**src/rtl/rgb_fade_seq.sv**
```systemverilog
// Colour-wheel fade sequencer: walks R/G/B PWM duties around six hue phases,
// one channel ramping at a time, with a dwell pause at each colour endpoint.
//
// state  | meaning
// -------+-----------------------------------------------------------
// IDLE   | outputs parked at zero, waiting for start
// RUN    | ticks advance the dwell counter or the ramping channel
// HOLD   | frozen by pause; ticks ignored, dwell counter preserved
module rgb_fade_seq #(
    parameter int unsigned STEP  = 8,
    parameter int unsigned DWELL = 4
) (
    input  logic       clk,
    input  logic       rst,
    input  logic       tick,
    input  logic       start,
    input  logic       pause,
    input  logic       stop,
    output logic [7:0] R_time,
    output logic [7:0] G_time,
    output logic [7:0] B_time,
    output logic [2:0] phase,
    output logic       busy,
    output logic       paused,
    output logic       phase_done,
    output logic       wrap
);

    localparam logic [1:0] S_IDLE = 2'd0;
    localparam logic [1:0] S_RUN  = 2'd1;
    localparam logic [1:0] S_HOLD = 2'd2;

    localparam logic [1:0] CH_R = 2'd0;
    localparam logic [1:0] CH_G = 2'd1;
    localparam logic [1:0] CH_B = 2'd2;

    localparam logic [8:0] STEP9  = 9'(STEP);
    localparam logic [7:0] DWELL8 = 8'(DWELL);

    logic [1:0] state_q, state_d;
    logic [7:0] r_q, r_d;
    logic [7:0] g_q, g_d;
    logic [7:0] b_q, b_d;
    logic [2:0] phase_q, phase_d;
    logic [7:0] dwell_q, dwell_d;
    logic       phase_done_q, phase_done_d;
    logic       wrap_q, wrap_d;

    logic [1:0] ch_sel;
    logic       ramp_up;
    logic [7:0] ch_val;
    logic [8:0] sum9;
    logic [8:0] diff9;
    logic [7:0] ch_next;
    logic       at_end;
    logic [2:0] phase_inc;

    always_comb begin
        ch_sel  = CH_B;
        ramp_up = 1'b0;
        case (phase_q)
            3'd0: begin ch_sel = CH_G; ramp_up = 1'b1; end
            3'd1: begin ch_sel = CH_R; ramp_up = 1'b0; end
            3'd2: begin ch_sel = CH_B; ramp_up = 1'b1; end
            3'd3: begin ch_sel = CH_G; ramp_up = 1'b0; end
            3'd4: begin ch_sel = CH_R; ramp_up = 1'b1; end
            default: begin ch_sel = CH_B; ramp_up = 1'b0; end
        endcase
    end

    always_comb begin
        ch_val = b_q;
        case (ch_sel)
            CH_R:    ch_val = r_q;
            CH_G:    ch_val = g_q;
            default: ch_val = b_q;
        endcase
    end

    // The ninth bit catches carry/borrow so the ramp saturates instead of wrapping.
    always_comb begin
        sum9  = {1'b0, ch_val} + STEP9;
        diff9 = {1'b0, ch_val} - STEP9;
        if (ramp_up) begin
            ch_next = sum9[8] ? 8'hFF : sum9[7:0];
            at_end  = sum9[8] || (sum9[7:0] == 8'hFF);
        end else begin
            ch_next = diff9[8] ? 8'h00 : diff9[7:0];
            at_end  = diff9[8] || (diff9[7:0] == 8'h00);
        end
        phase_inc = (phase_q == 3'd5) ? 3'd0 : phase_q + 3'd1;
    end

    always_comb begin
        state_d      = state_q;
        r_d          = r_q;
        g_d          = g_q;
        b_d          = b_q;
        phase_d      = phase_q;
        dwell_d      = dwell_q;
        phase_done_d = 1'b0;
        wrap_d       = 1'b0;

        if (stop) begin
            state_d = S_IDLE;
            r_d     = 8'h00;
            g_d     = 8'h00;
            b_d     = 8'h00;
            phase_d = 3'd0;
            dwell_d = 8'h00;
        end else if (start) begin
            state_d = S_RUN;
            r_d     = 8'hFF;
            g_d     = 8'h00;
            b_d     = 8'h00;
            phase_d = 3'd0;
            dwell_d = 8'h00;
        end else if (pause && (state_q != S_IDLE)) begin
            state_d = (state_q == S_RUN) ? S_HOLD : S_RUN;
        end else if (tick && (state_q == S_RUN)) begin
            if (dwell_q != 8'h00) begin
                dwell_d = dwell_q - 8'd1;
            end else begin
                case (ch_sel)
                    CH_R:    r_d = ch_next;
                    CH_G:    g_d = ch_next;
                    default: b_d = ch_next;
                endcase
                if (at_end) begin
                    phase_d      = phase_inc;
                    dwell_d      = DWELL8;
                    phase_done_d = 1'b1;
                    wrap_d       = (phase_q == 3'd5);
                end
            end
        end
    end

    always_ff @(posedge clk or negedge rst) begin
        if (!rst) begin
            state_q      <= S_IDLE;
            r_q          <= 8'h00;
            g_q          <= 8'h00;
            b_q          <= 8'h00;
            phase_q      <= 3'd0;
            dwell_q      <= 8'h00;
            phase_done_q <= 1'b0;
            wrap_q       <= 1'b0;
        end else begin
            state_q      <= state_d;
            r_q          <= r_d;
            g_q          <= g_d;
            b_q          <= b_d;
            phase_q      <= phase_d;
            dwell_q      <= dwell_d;
            phase_done_q <= phase_done_d;
            wrap_q       <= wrap_d;
        end
    end

    assign R_time     = r_q;
    assign G_time     = g_q;
    assign B_time     = b_q;
    assign phase      = phase_q;
    assign busy       = (state_q != S_IDLE);
    assign paused     = (state_q == S_HOLD);
    assign phase_done = phase_done_q;
    assign wrap       = wrap_q;

endmodule

```
**config.mk**
```make
export PLATFORM = sky130hd
export DESIGN_NAME = rgb_fade_seq
export DESIGN_NICKNAME = d
export VERILOG_FILES = /design/src/rtl/rgb_fade_seq.sv
export SDC_FILE = /design/constraint.sdc
export NUM_CORES = 1
export LEC_CHECK = 0
export CAP_MARGIN = 10
export CORE_UTILIZATION = 50
export DETAILED_ROUTE_END_ITERATION = 10
export PLACE_DENSITY = 0.74
export SETUP_SLACK_MARGIN = 0.02
export SLEW_MARGIN = 10
export SYNTH_ARGS = -nofsm -noshare
export SYNTH_HDL_FRONTEND = slang
export SYNTH_SLANG_ARGS = --single-unit
```
**constraint.sdc**
```tcl
create_clock -name clk -period 10.35 [get_ports clk]
set_clock_uncertainty 0.15 [all_clocks]
set_input_delay 1.035 -clock clk [delete_from_list [all_inputs] [get_ports clk]]
set_output_delay 1.035 -clock clk [all_outputs]
set_load 0.05 [all_outputs]
```
# Word-level counts from Yosys, hierarchy flattened
# Index checks and enable logic that the tools add are counted.
# totals
in_bits,6
reg_bits,39
output_inout_bits,31
# classes
n_eq_ne,12
n_reduce_logical,24
add_sub_neg,4
n_mux,54
# op_table
cell,n
$mux W8,27
$mux W3,7
$pmux W8 S2,1
$reduce_and A4 Y1,4
$reduce_bool A3 Y1,5
$mux W1,14
$add A8 B4 Y9 const B,1
$sub A8 B4 Y9 const B,1
$eq A8 B8 Y1 const B,1
$logic_not A8 Y1,1
$mux W2,4
$reduce_bool A8 Y1,1
$sub A8 B1 Y8 const B,1
$eq A3 B2 Y1 const B,2
$eq A3 B3 Y1 const B,2
$ne A3 B3 Y1 const B,2
$reduce_or A2 Y1,3
$eq A2 B1 Y1 const B,2
$pmux W2 S2,1
$reduce_bool A4 Y1,1
$add A3 B1 Y3 const B,1
$eq A3 B1 Y1 const B,1
$logic_not A3 Y1,1
$ne A3 B1 Y1 const B,1
other kinds (7),9

# Longest topological paths before layout
# Gate-level depths: netlist (run 1).
# depth
depth_word,15
ltp_mapped,17
mapped_depth_nobuf,13

# Worst setup path before layout (run 1)
# OpenSTA, ideal clock, no wires.
# synth_path
path_kind,register -> register
from,register phase_q[2] (netlist: phase[2])
to,register phase_q[1] (netlist: phase[1])
path_stages_with_launch,17
arrival_ps,3893
n_path_buf,4
period_less_slack_ps,4122
path_slack_ps,6228
path_cell_list,dfrtp_1 buf_2 buf_2 buf_2 inv_1 ha_1 nand2b_1 a221oi_1 o22a_1 buf_2 inv_2 ha_1 nand3_1 or3_1 or2_2 a311oi_2 mux2i_1
# synth_between
elab_chain_cells,11
elab_cells_between_ends,30
cone_classes,2 x add/sub; 7 x eq/ne; 11 x mux; 10 x reduce/logical
# synth_lines
item,line,rtl
start: declaration,44,"logic [2:0] phase_q, phase_d;"
start signal: assignment,154,phase_q <= phase_d;
"$eq A3 B3 Y1, or another cell as far along",61,case (phase_q)
$reduce_or A2 Y1 (no line),--,
$pmux W2 S2,61,
$eq A2 B1 Y1 / $logic_not A2 Y1 (equally long branches),73,case (ch_sel)
$pmux W8 S2,73,
$add A8 B4 Y9 / $sub A8 B4 Y9 (equally long branches),"82, 83",
$eq A8 B8 Y1 / $logic_not A8 Y1 (equally long branches),"86, 89",
"$logic_or A1 B1 Y1, on equally long branches","86, 89",
$mux W1,84,if (ramp_up) begin
$reduce_bool A3 Y1 (no line),--,
$reduce_and A4 Y1 (no line),--,
# Several ways; a longest one is shown, not always the timed one. The select of a mux whose other input is x is not followed.
# A chain may end at the register's enable or synchronous reset.

# Worst setup path after layout (run 1)
# Same ends and word-level chain as after synthesis.

==> results of run 1 <==
## cells in the mapped netlist (2+ instances only)
| cell type | instances | area [um2] |
|---|---|---|
| nor4_1 | 2 | 12.5 |
| a2bb2oi_1 | 2 | 17.5 |
| o22ai_1 | 3 | 18.8 |
| clkbuf_1 | 7 | 26.3 |
| or4_1 | 4 | 30.0 |
| and2_1 | 2 | 12.5 |
| nor2_1 | 31 | 116 |
| a211oi_1 | 9 | 67.6 |
| nor3_1 | 3 | 15.0 |
| mux2_2 | 11 | 124 |
| mux2i_1 | 6 | 60.1 |
| nand2b_1 | 5 | 31.3 |
| inv_1 | 11 | 41.3 |
| o311ai_0 | 2 | 17.5 |
| a21o_1 | 8 | 60.1 |
| inv_2 | 2 | 7.51 |
| a32oi_1 | 3 | 26.3 |
| nand3_1 | 7 | 35.0 |
| a221oi_1 | 4 | 35.0 |
| buf_2 | 8 | 40.0 |
| or2_2 | 5 | 31.3 |
| a22o_1 | 3 | 26.3 |
| o21ai_0 | 13 | 65.1 |
| nand2_1 | 34 | 128 |
| nor2b_1 | 2 | 12.5 |
| o31ai_1 | 8 | 60.1 |
| a21oi_1 | 22 | 110 |
| dfrtp_1 | 39 | 976 |
| nor3b_1 | 2 | 15.0 |
| a31oi_1 | 2 | 12.5 |
| or3_1 | 5 | 31.3 |
| buf_1 | 2 | 7.51 |
| o22a_1 | 2 | 17.5 |
| ha_1 | 5 | 62.6 |
| o21a_1 | 2 | 15.0 |
| and3_1 | 3 | 18.8 |
| o211ai_1 | 8 | 60.1 |
| a22oi_1 | 2 | 15.0 |
## layer usage
layer	part of all wire [%]	up-vias	track usage (%)
li1	-	1226	-
met1	47	1210	37.8
met2	45	111	40.4
met3	6.7	11	4.46
met4	1.7	0	10.8
met5	0	-	0
## worst min-delay path by stage
stage                           start                     end  slack, ns  cells past startpoint
6_report        B_time[3]$_DFFE_PN0P_   B_time[3]$_DFFE_PN0P_       0.37                      2
5_1_grt        dwell_q[0]$_DFFE_PN0P_  dwell_q[0]$_DFFE_PN0P_       0.40                      1
4_1_cts         B_time[3]$_DFFE_PN0P_   B_time[3]$_DFFE_PN0P_       0.37                      2
3_5_place_dp    B_time[3]$_DFFE_PN0P_   B_time[3]$_DFFE_PN0P_       0.35                      2
3_3_place_gp    B_time[3]$_DFFE_PN0P_   B_time[3]$_DFFE_PN0P_       0.35                      2
2_1_floorplan  dwell_q[0]$_DFFE_PN0P_  dwell_q[0]$_DFFE_PN0P_       0.33                      1
## sequential cells by signal, summed over array words and instances (netlist names)
name and count:
B_time 8, G_time 8, R_time 8, dwell_q 8, phase 3, phase_done 1, state_q 2, wrap 1
## power breakdown
part | internal [mW] | total (mW) | switching, mW
Sequential | 0.156 | 0.161 | 0.00458
Clock | 0.0546 | 0.111 | 0.0568
Combinational | 0.0205 | 0.0620 | 0.0415
Total | 0.232 | 0.334 | 0.103
## area by class of cell
type	count	share of cell area (%)
multi-input cells	243	50.6
clock inverters	1	0.273
clock buffers	7	2.69
inverters	13	1.52
repair buffers	39	11.8
flip-flops and latches	39	30.4
well taps	70	2.73
## logic make-up after synthesis
kind of cell,count (synthesis),share of synthesized area [%]
xor gates and xnor gates,2,0.641
adders and majority gates,5,2.29
AOI/OAI and AO/OA,103,27.7
DFF,39,35.7
muxes,17,6.72
buffers and inverters,31,4.90
and+or+nand+nor,116,22.0
## worst min-delay path: cells and delay by family, from the launching register on
kind             cells  cell delay, ns
AO/OA/AOI/OAI        1            0.06
flip-flops           1            0.37
AND/OR/NAND/NOR      1            0.06
==> results.txt, run 1 <==
Status = completed
CORE AREA = 5170 um2
Mean Syn Cell Area = 8.74 um2
Design area = 3210 um2
Overall via count from detail_route = 2,558
Fmax = 0.224 GHz
Power, Total = 0.334 mW
CTS Buf Count = 5
Worst-skew pair later-pin latency = 0.30 ns
Slew Limit Fails = 0
Post-CTS Hold Fix Bufs = 0
Max_cap viols = 0
Post-synth EDFFs = 0
Rel. slew slack = 21.7%
Hold WS = 0.367 ns
Gr usage total = 26.6%
Die X = 76.0 um
Slowest stage delay, CP = 0.85 ns
Worst path arrival time = 4.55 ns
Post-synth ARST share = 100%
Peak VDD IR = 0.0598 mV
Slew @ Worst Pin = 1.17 ns
Post-CTS sizing = 0
Fin util = 62.1%
Die height = 76.0 um
Post-DRT Antenna Nets = 0
Leakage power = 1.31 nW
Hold Violations, Final = 0
Clock-pin transition on the worst setup and hold timing paths = 0.08 ns
Final setup vio count = 0
Fin nets = 352
WL per Instance = 17.4 um
TritonRoute pass-1 iters = 4
CTS HTree Levels = 2
Launch point of the worst path = phase[2]$_DFFE_PN0P_
Crit Path Max Fanout = 28
CP bufs+invs = 2
Netlist cell types = 62
Via density = 6.21
Setup Fix Bufs, Post-CTS = 0
CP max stage cell = dfrtp_1
RR Startpoint = phase[2]$_DFFE_PN0P_
Post-synth top flop = dfrtp_1
Global route overflow = 0
Post-Syn Instances = 313
Most common cell after layout, fill and taps aside = dfrtp_1
Final wirelength = 7.16 mm
Fin crit period = 4.47 ns
Critical Path End = phase[1]$_DFFE_PN0P_
Reg2Reg Depth = 12
CP startpoint kind = register
Highest-count cells in the layout ignoring fill and taps = dfrtp_1 (39), clkdlybuf4s50_1 (35), nand2_1 (34), nor2_1 (31), a21oi_1 (22)
# fillers = 436
Routability cong. = 0.894
Placed cell area = 3120 um2
Seq/Total Area, Yosys = 35.7%
R2r setup slk = 5.88 ns
Vias in the first global route = 2,371
Tcrit/Tclk final = 43.2%
Clock Sink Count = 39
CTS max path bufs = 2
Critical Path Stages = 12
Multi-input logic area = 1630 um2
Post-Syn Area = 2740 um2
Syn nets = 324
Largest net degree at the start of global routing = 40
DRT iter0 DRCs = 277
TritonCTS clock tree = done
Area Overhead vs Synth = 17.4%
Die Area = 5770 um2
Antenna Cells = 0
Row cnt = 26
Placed Cells = 404
Placed wire-length estimate = 5.07 mm
Clock root buffer = clkbuf_8
First-pass GRT wire length = 12.1 mm
Port buffer count = 36
Crit path max-delay family = compound AO/OA/AOI/OAI gates
Storage cell area = 976 um2
Critical path class = register to register
RSZ-0062 raised after global routing = false
Initial antenna violation count = 0
# IOs = 37
Fraction of layout cells with a size suffix above 1 = 11.4%
CP required = 10.43 ns
P per Cell Area = 104 nW/um2
Critical path's most frequent cell = ha_1
Initial Utilization = 52.9%
Non-filler cells, final = 412
Synth Register Bits = 39
Worst Hold Class = register to register
Worst setup EP type = register
Dpl ws = 6.01 ns
Setup ws final = 5.88 ns
Critical path cell sequence = inv_1, ha_1, nand2b_1, a221oi_1, o22a_1, inv_2, ha_1, nand3_1, or3_1, or2_2, a311oi_2, mux2i_1
RR Endpoint = phase[1]$_DFFE_PN0P_
Final setup TNS = 0 ns
DR DRC count = 0
YS warnings = 0
Power figures use the tool's default switching activity.
==> inputs of run 2 (changes only) <==
- PLACE_DENSITY: 0.74 -> 0.77
- clock period: 10.35 -> 3.78 ns (I/O delays scaled with it)
==> run 2 against run 1 <==
  * Cell count grew 1.5%
  * Core utilization grew 1.3 points
  * Power grew to 2.9 times the previous value
  * Global-route usage shrank 0.062 points
  * Worst hold slack lost 0.32 ns
  * Critical endpoint is now phase[2]$_DFFE_PN0P_
  * Largest power group unchanged
==> results.txt, run 2 (same netlist as run 1, synthesis figures left out) <==
Slew @ Worst Pin = 0.872 ns (-0.302 ns)
Slowest stage delay, CP = 0.40 ns (-0.45 ns)
Worst-skew pair later-pin latency = 0.29 ns (about the same)
Worst path arrival time = 3.62 ns (-0.93 ns)
Post-CTS sizing = 0 (unchanged)
Placed cell area = 3160 um2 (+1.6%)
Hold WS = 0.0447 ns (-0.322 ns)
Final setup TNS = 0 ns (unchanged)
Fin util = 63.4% (+1.3 points)
Clock Sink Count = 39 (unchanged)
Reg2Reg Depth = 12 (unchanged)
Launch point of the worst path = phase[1]$_DFFE_PN0P_
Crit path max-delay family = simple AND/OR/NAND/NOR gates
Worst Hold Class = input port to async pin
Rel. slew slack = 41.9% (+20 points)
Status = completed
Fin nets = 358 (+1.7%)
Setup ws final = 0.213 ns (-5.66 ns)
Design area = 3280 um2 (+2.1%)
Critical Path End = phase[2]$_DFFE_PN0P_
Port buffer count = 36 (unchanged)
Overall via count from detail_route = 2,657 (+3.9%)
Initial antenna violation count = 0 (unchanged)
DRT iter0 DRCs = 198 (-29%)
Critical Path Stages = 12 (unchanged)
P per Cell Area = 295 nW/um2 (+180%)
WL per Instance = 17.8 um (+2.4%)
Placed Cells = 410 (+1.5%)
Worst setup EP type = register
Leakage power = 1.34 nW (+2.7%)
Dpl ws = 0.253 ns (-5.76 ns)
Max_cap viols = 0 (unchanged)
CP max stage cell = dfrtp_2
Gr usage total = 26.6% (-0.062 points)
Clock-pin transition on the worst setup and hold timing paths = 0.08 ns (about the same)
Routability cong. = 0.938 (+4.8%)
Setup Fix Bufs, Post-CTS = 0 (unchanged)
CORE AREA = 5170 um2 (unchanged)
Final setup vio count = 0 (unchanged)
Hold Violations, Final = 0 (unchanged)
Power, Total = 0.966 mW (+190%)
Antenna Cells = 0 (unchanged)
# fillers = 459 (+5.3%)
Final wirelength = 7.45 mm (+3.9%)
CP bufs+invs = 1 (-1)
DR DRC count = 0 (unchanged)
Critical path class = register to register
First-pass GRT wire length = 12.3 mm (+1.1%)
Die height = 76.0 um (unchanged)
Fin crit period = 3.57 ns (-0.907 ns)
Placed wire-length estimate = 5.23 mm (+3.2%)
RR Endpoint = phase[2]$_DFFE_PN0P_
Fraction of layout cells with a size suffix above 1 = 14.1% (+2.7 points)
Clock root buffer = clkbuf_8
CP startpoint kind = register
Highest-count cells in the layout ignoring fill and taps = dfrtp_1 (36), clkdlybuf4s50_1 (35), nand2_1 (34), nor2_1 (31), a21oi_1 (22)
Critical path's most frequent cell = ha_1
Post-CTS Hold Fix Bufs = 0 (unchanged)
RR Startpoint = phase[1]$_DFFE_PN0P_
# IOs = 37 (unchanged)
Post-DRT Antenna Nets = 0 (unchanged)
Vias in the first global route = 2,408 (+1.6%)
Largest net degree at the start of global routing = 40 (unchanged)
Most common cell after layout, fill and taps aside = dfrtp_1
Peak VDD IR = 0.159 mV (+170%)
CP required = 3.84 ns (-6.59 ns)
RSZ-0062 raised after global routing = false
Row cnt = 26 (unchanged)
TritonRoute pass-1 iters = 5 (+1)
Die X = 76.0 um (unchanged)
TritonCTS clock tree = done
Via density = 6.36 (+2.4%)
Tcrit/Tclk final = 94.4% (+51 points)
CTS max path bufs = 2 (unchanged)
Fmax = 0.280 GHz (+25%)
Crit Path Max Fanout = 14 (-50%)
Slew Limit Fails = 0 (unchanged)
Area Overhead vs Synth = 19.8%
Critical path cell sequence = and2_1, ha_1, nand2b_1, a221oi_1, o22a_1, inv_2, ha_1, nand3_1, or3_1, or2_2, a31oi_4, mux2i_1
Die Area = 5770 um2 (unchanged)
CTS HTree Levels = 2 (unchanged)
Global route overflow = 0 (unchanged)
Non-filler cells, final = 418 (+1.5%)
R2r setup slk = 0.21 ns (-5.66 ns)
Initial Utilization = 52.9% (unchanged)
CTS Buf Count = 5 (unchanged)
-- run 2: cell types whose count changed in the layout (fill, tap and decap cells not counted) --
cell	before	now
buf_4	3	9
dfrtp_1	39	36
dfrtp_2	0	3
bufinv_16	0	1
clkbuf_1	1	0
clkbuf_8	6	5
clkinv_2	0	1
-- run 2: final cells by class --
type                       instances  area, um2  area share, %
clock buffer                       5       68.8           2.10
multi-input combinational        243       1630           49.6
timing repair buffer              45        423           12.9
tap                               70       87.6           2.67
clock inverter                     3       43.8           1.34
inverter                          13       48.8           1.49
sequential                        39        980           29.9
-- run 2: routing by layer --
| layer | global-route usage, % | routed length (um) |
|---|---|---|
| met5 | 0 | 0 |
| met4 | 8.46 | 129 |
| met2 | 40.5 | 3430 |
| met3 | 5.30 | 458 |
| met1 | 37.8 | 3430 |
-- run 2: worst min path at each step --
stage,end,slack (ns),cells past startpoint
global route,phase[2]$_DFFE_PN0P_,0.12,1
CTS,wrap$_DFF_PN0_,0.07,1
finish,wrap$_DFF_PN0_,0.04,1
floorplan,B_time[0]$_DFFE_PN0P_,-0.07,0
detailed placement,R_time[1]$_DFFE_PN0P_,0.36,1
global placement,R_time[1]$_DFFE_PN0P_,0.35,1
-- run 2: power breakdown --
| part | switching, mW | internal (mW) |
|---|---|---|
| registers | 0.0125 | 0.428 |
| clock network | 0.157 | 0.197 |
| logic | 0.114 | 0.0583 |
| total | 0.283 | 0.683 |
==> inputs of run 3 (changes only) <==
- PLACE_DENSITY: 0.77 -> not set
- PLACE_DENSITY_LB_ADDON: not set -> 0.25
==> run 3 against run 2 <==
  * Cell area increased by 0.31%
  * Critical path depth is the same
  * Cell count up 0.24%
  * Critical endpoint unchanged
  * Largest cell class unchanged
  * Largest power group unchanged
==> results.txt, run 3 (same netlist as run 1, synthesis figures left out) <==
Leakage power = 1.35 nW (+0.39%)
Gr usage total = 26.3% (-0.27 points)
Fin crit period = 3.47 ns (-0.0999 ns)
CP startpoint kind = register
Clock Sink Count = 39 (unchanged)
Placed Cells = 411 (+0.24%)
Initial Utilization = 52.9% (unchanged)
Overall via count from detail_route = 2,632 (-0.94%)
Port buffer count = 36 (unchanged)
Tcrit/Tclk final = 91.7% (-2.6 points)
Critical path cell sequence = and2_1, ha_2, nand2b_1, a221oi_1, o22a_1, inv_2, ha_1, nand3_1, or3_1, or2_2, a31oi_4, mux2i_1
CTS Buf Count = 5 (unchanged)
Fin nets = 359 (+0.28%)
Slowest stage delay, CP = 0.40 ns (about the same)
Post-DRT Antenna Nets = 0 (unchanged)
Antenna Cells = 0 (unchanged)
DR DRC count = 0 (unchanged)
Most common cell after layout, fill and taps aside = dfrtp_1
First-pass GRT wire length = 12.1 mm (-1.2%)
Crit path max-delay family = simple AND/OR/NAND/NOR gates
Clk pwr share = 36.3% (-0.2 points)
Clock root buffer = clkbuf_8
Largest net degree at the start of global routing = 40 (unchanged)
CP max stage cell = dfrtp_2
Logic gate share of total power = 17.9% (about the same)
Critical path class = register to register
Final wirelength = 7.34 mm (-1.4%)
Crit Path Max Fanout = 14 (unchanged)
Row cnt = 26 (unchanged)
Slew @ Worst Pin = 0.874 ns (+0.00215 ns)
Placed wire-length estimate = 5.22 mm (-0.17%)
Highest-count cells in the layout ignoring fill and taps = dfrtp_1 (36), clkdlybuf4s50_1 (35), nand2_1 (34), nor2_1 (31), a21oi_1 (22)
P per Cell Area = 293 nW/um2 (-0.69%)
Peak VDD IR = 0.144 mV (-9.3%)
WL per Instance = 17.5 um (-1.6%)
Worst setup EP type = register
Status = completed
Die Area = 5770 um2 (unchanged)
Post-CTS sizing = 0 (unchanged)
Global route overflow = 0 (unchanged)
TritonCTS clock tree = done
RSZ-0062 raised after global routing = false
Non-filler cells, final = 419 (+0.24%)
Design area = 3290 um2 (+0.31%)
Clock-pin transition on the worst setup and hold timing paths = 0.08 ns (about the same)
Worst-skew pair later-pin latency = 0.30 ns (about the same)
Area Overhead vs Synth = 20.2%
Slew Limit Fails = 0 (unchanged)
Post-CTS Hold Fix Bufs = 0 (unchanged)
Initial antenna violation count = 0 (unchanged)
Final setup TNS = 0 ns (unchanged)
Power, Total = 0.963 mW (-0.39%)
DRT iter0 DRCs = 242 (+22%)
Hold Violations, Final = 0 (unchanged)
Fmax = 0.288 GHz (+2.9%)
Vias in the first global route = 2,424 (+0.66%)
CP bufs+invs = 1 (unchanged)
Die height = 76.0 um (unchanged)
CTS max path bufs = 2 (unchanged)
Routability cong. = 0.940 (+0.27%)
Die X = 76.0 um (unchanged)
Worst path arrival time = 3.54 ns (-0.08 ns)
Sw Ratio = 29.0% (-0.35 points)
Fraction of layout cells with a size suffix above 1 = 14.6% (+0.53 points)
CTS HTree Levels = 2 (unchanged)
# IOs = 37 (unchanged)
TritonRoute pass-1 iters = 5 (unchanged)
Placed cell area = 3170 um2 (+0.24%)
Final setup vio count = 0 (unchanged)
Setup Fix Bufs, Post-CTS = 0 (unchanged)
Seq pwr share = 45.8% (+0.2 points)
Worst Hold Class = input port to async pin
Max_cap viols = 0 (unchanged)
Rel. slew slack = 41.7% (-0.14 points)
Via density = 6.28 (-1.2%)
Switching power = 0.279 mW (-1.6%)
CORE AREA = 5170 um2 (unchanged)
Design internal power = 0.684 mW (+0.10%)
CP required = 3.85 ns (about the same)
run 3: cell type report:
type,instances,area (um2)
timing repair buffer,46,430
clock inverter,3,43.8
fill,441,1890
sequential,39,980
clock buffer,5,68.8
tap,70,87.6
inverter,13,48.8
multi-input combinational,243,1630
run 3: final timing paths:
path / endpoint / from / slack [ns] / depth (start not counted)
setup reg to reg: phase[2]$_DFFE_PN0P_ / phase[1]$_DFFE_PN0P_ / 0.31 / 12
hold / removal: wrap$_DFF_PN0_ / rst / 0.04 / 1
hold reg to reg: R_time[1]$_DFFE_PN0P_ / R_time[1]$_DFFE_PN0P_ / 0.37 / 1
max in group asynchronous: phase[2]$_DFFE_PN0P_ / rst / 2.85 / 1
setup / recovery: phase[2]$_DFFE_PN0P_ / phase[1]$_DFFE_PN0P_ / 0.31 / 12
min in group clk: R_time[1]$_DFFE_PN0P_ / R_time[1]$_DFFE_PN0P_ / 0.37 / 1
run 3: metal layers:
| metal | track usage, % | up-vias | share of wire (%) |
|---|---|---|---|
| met5 | 0 | - | 0 |
| li1 | - | 1236 | - |
| met4 | 9.62 | 0 | 2.4 |
| met3 | 3.73 | 17 | 5.9 |
| met1 | 37.6 | 1273 | 46 |
| met2 | 40.5 | 106 | 46 |
run 3: per-stage QoR:
stage               hold slack, ns  utilization (%)  setup slack [ns]
finish                      0.0426             63.5             0.313
global route                 0.112             63.5             0.132
CTS                         0.0738             63.5             0.194
detailed placement           0.352             61.3             0.222
global placement             0.352             61.3             0.245
floorplan                  -0.0676                -            0.0479
run 3: worst reg2reg max path, delay by kind of cell, from the launching register on:
| family | cells | cell delay [ns] |
|---|---|---|
| muxes | 1 | 0.20 |
| AOI/OAI and AO/OA | 3 | 0.77 |
| buffers and inverters | 1 | 0.10 |
| and+or+nand+nor | 5 | 1.14 |
| DFF | 1 | 0.40 |
| adders and majority gates | 2 | 0.61 |
run 3: power groups by stage:
stage	registers, mW	clock network [mW]	logic (mW)
after global placement	0.449	0	0.172
after floorplan	0.483	0	0.0752
after global routing	0.443	0.374	0.185
final	0.441	0.350	0.172
after CTS	0.441	0.358	0.172
after detailed placement	0.449	0	0.171
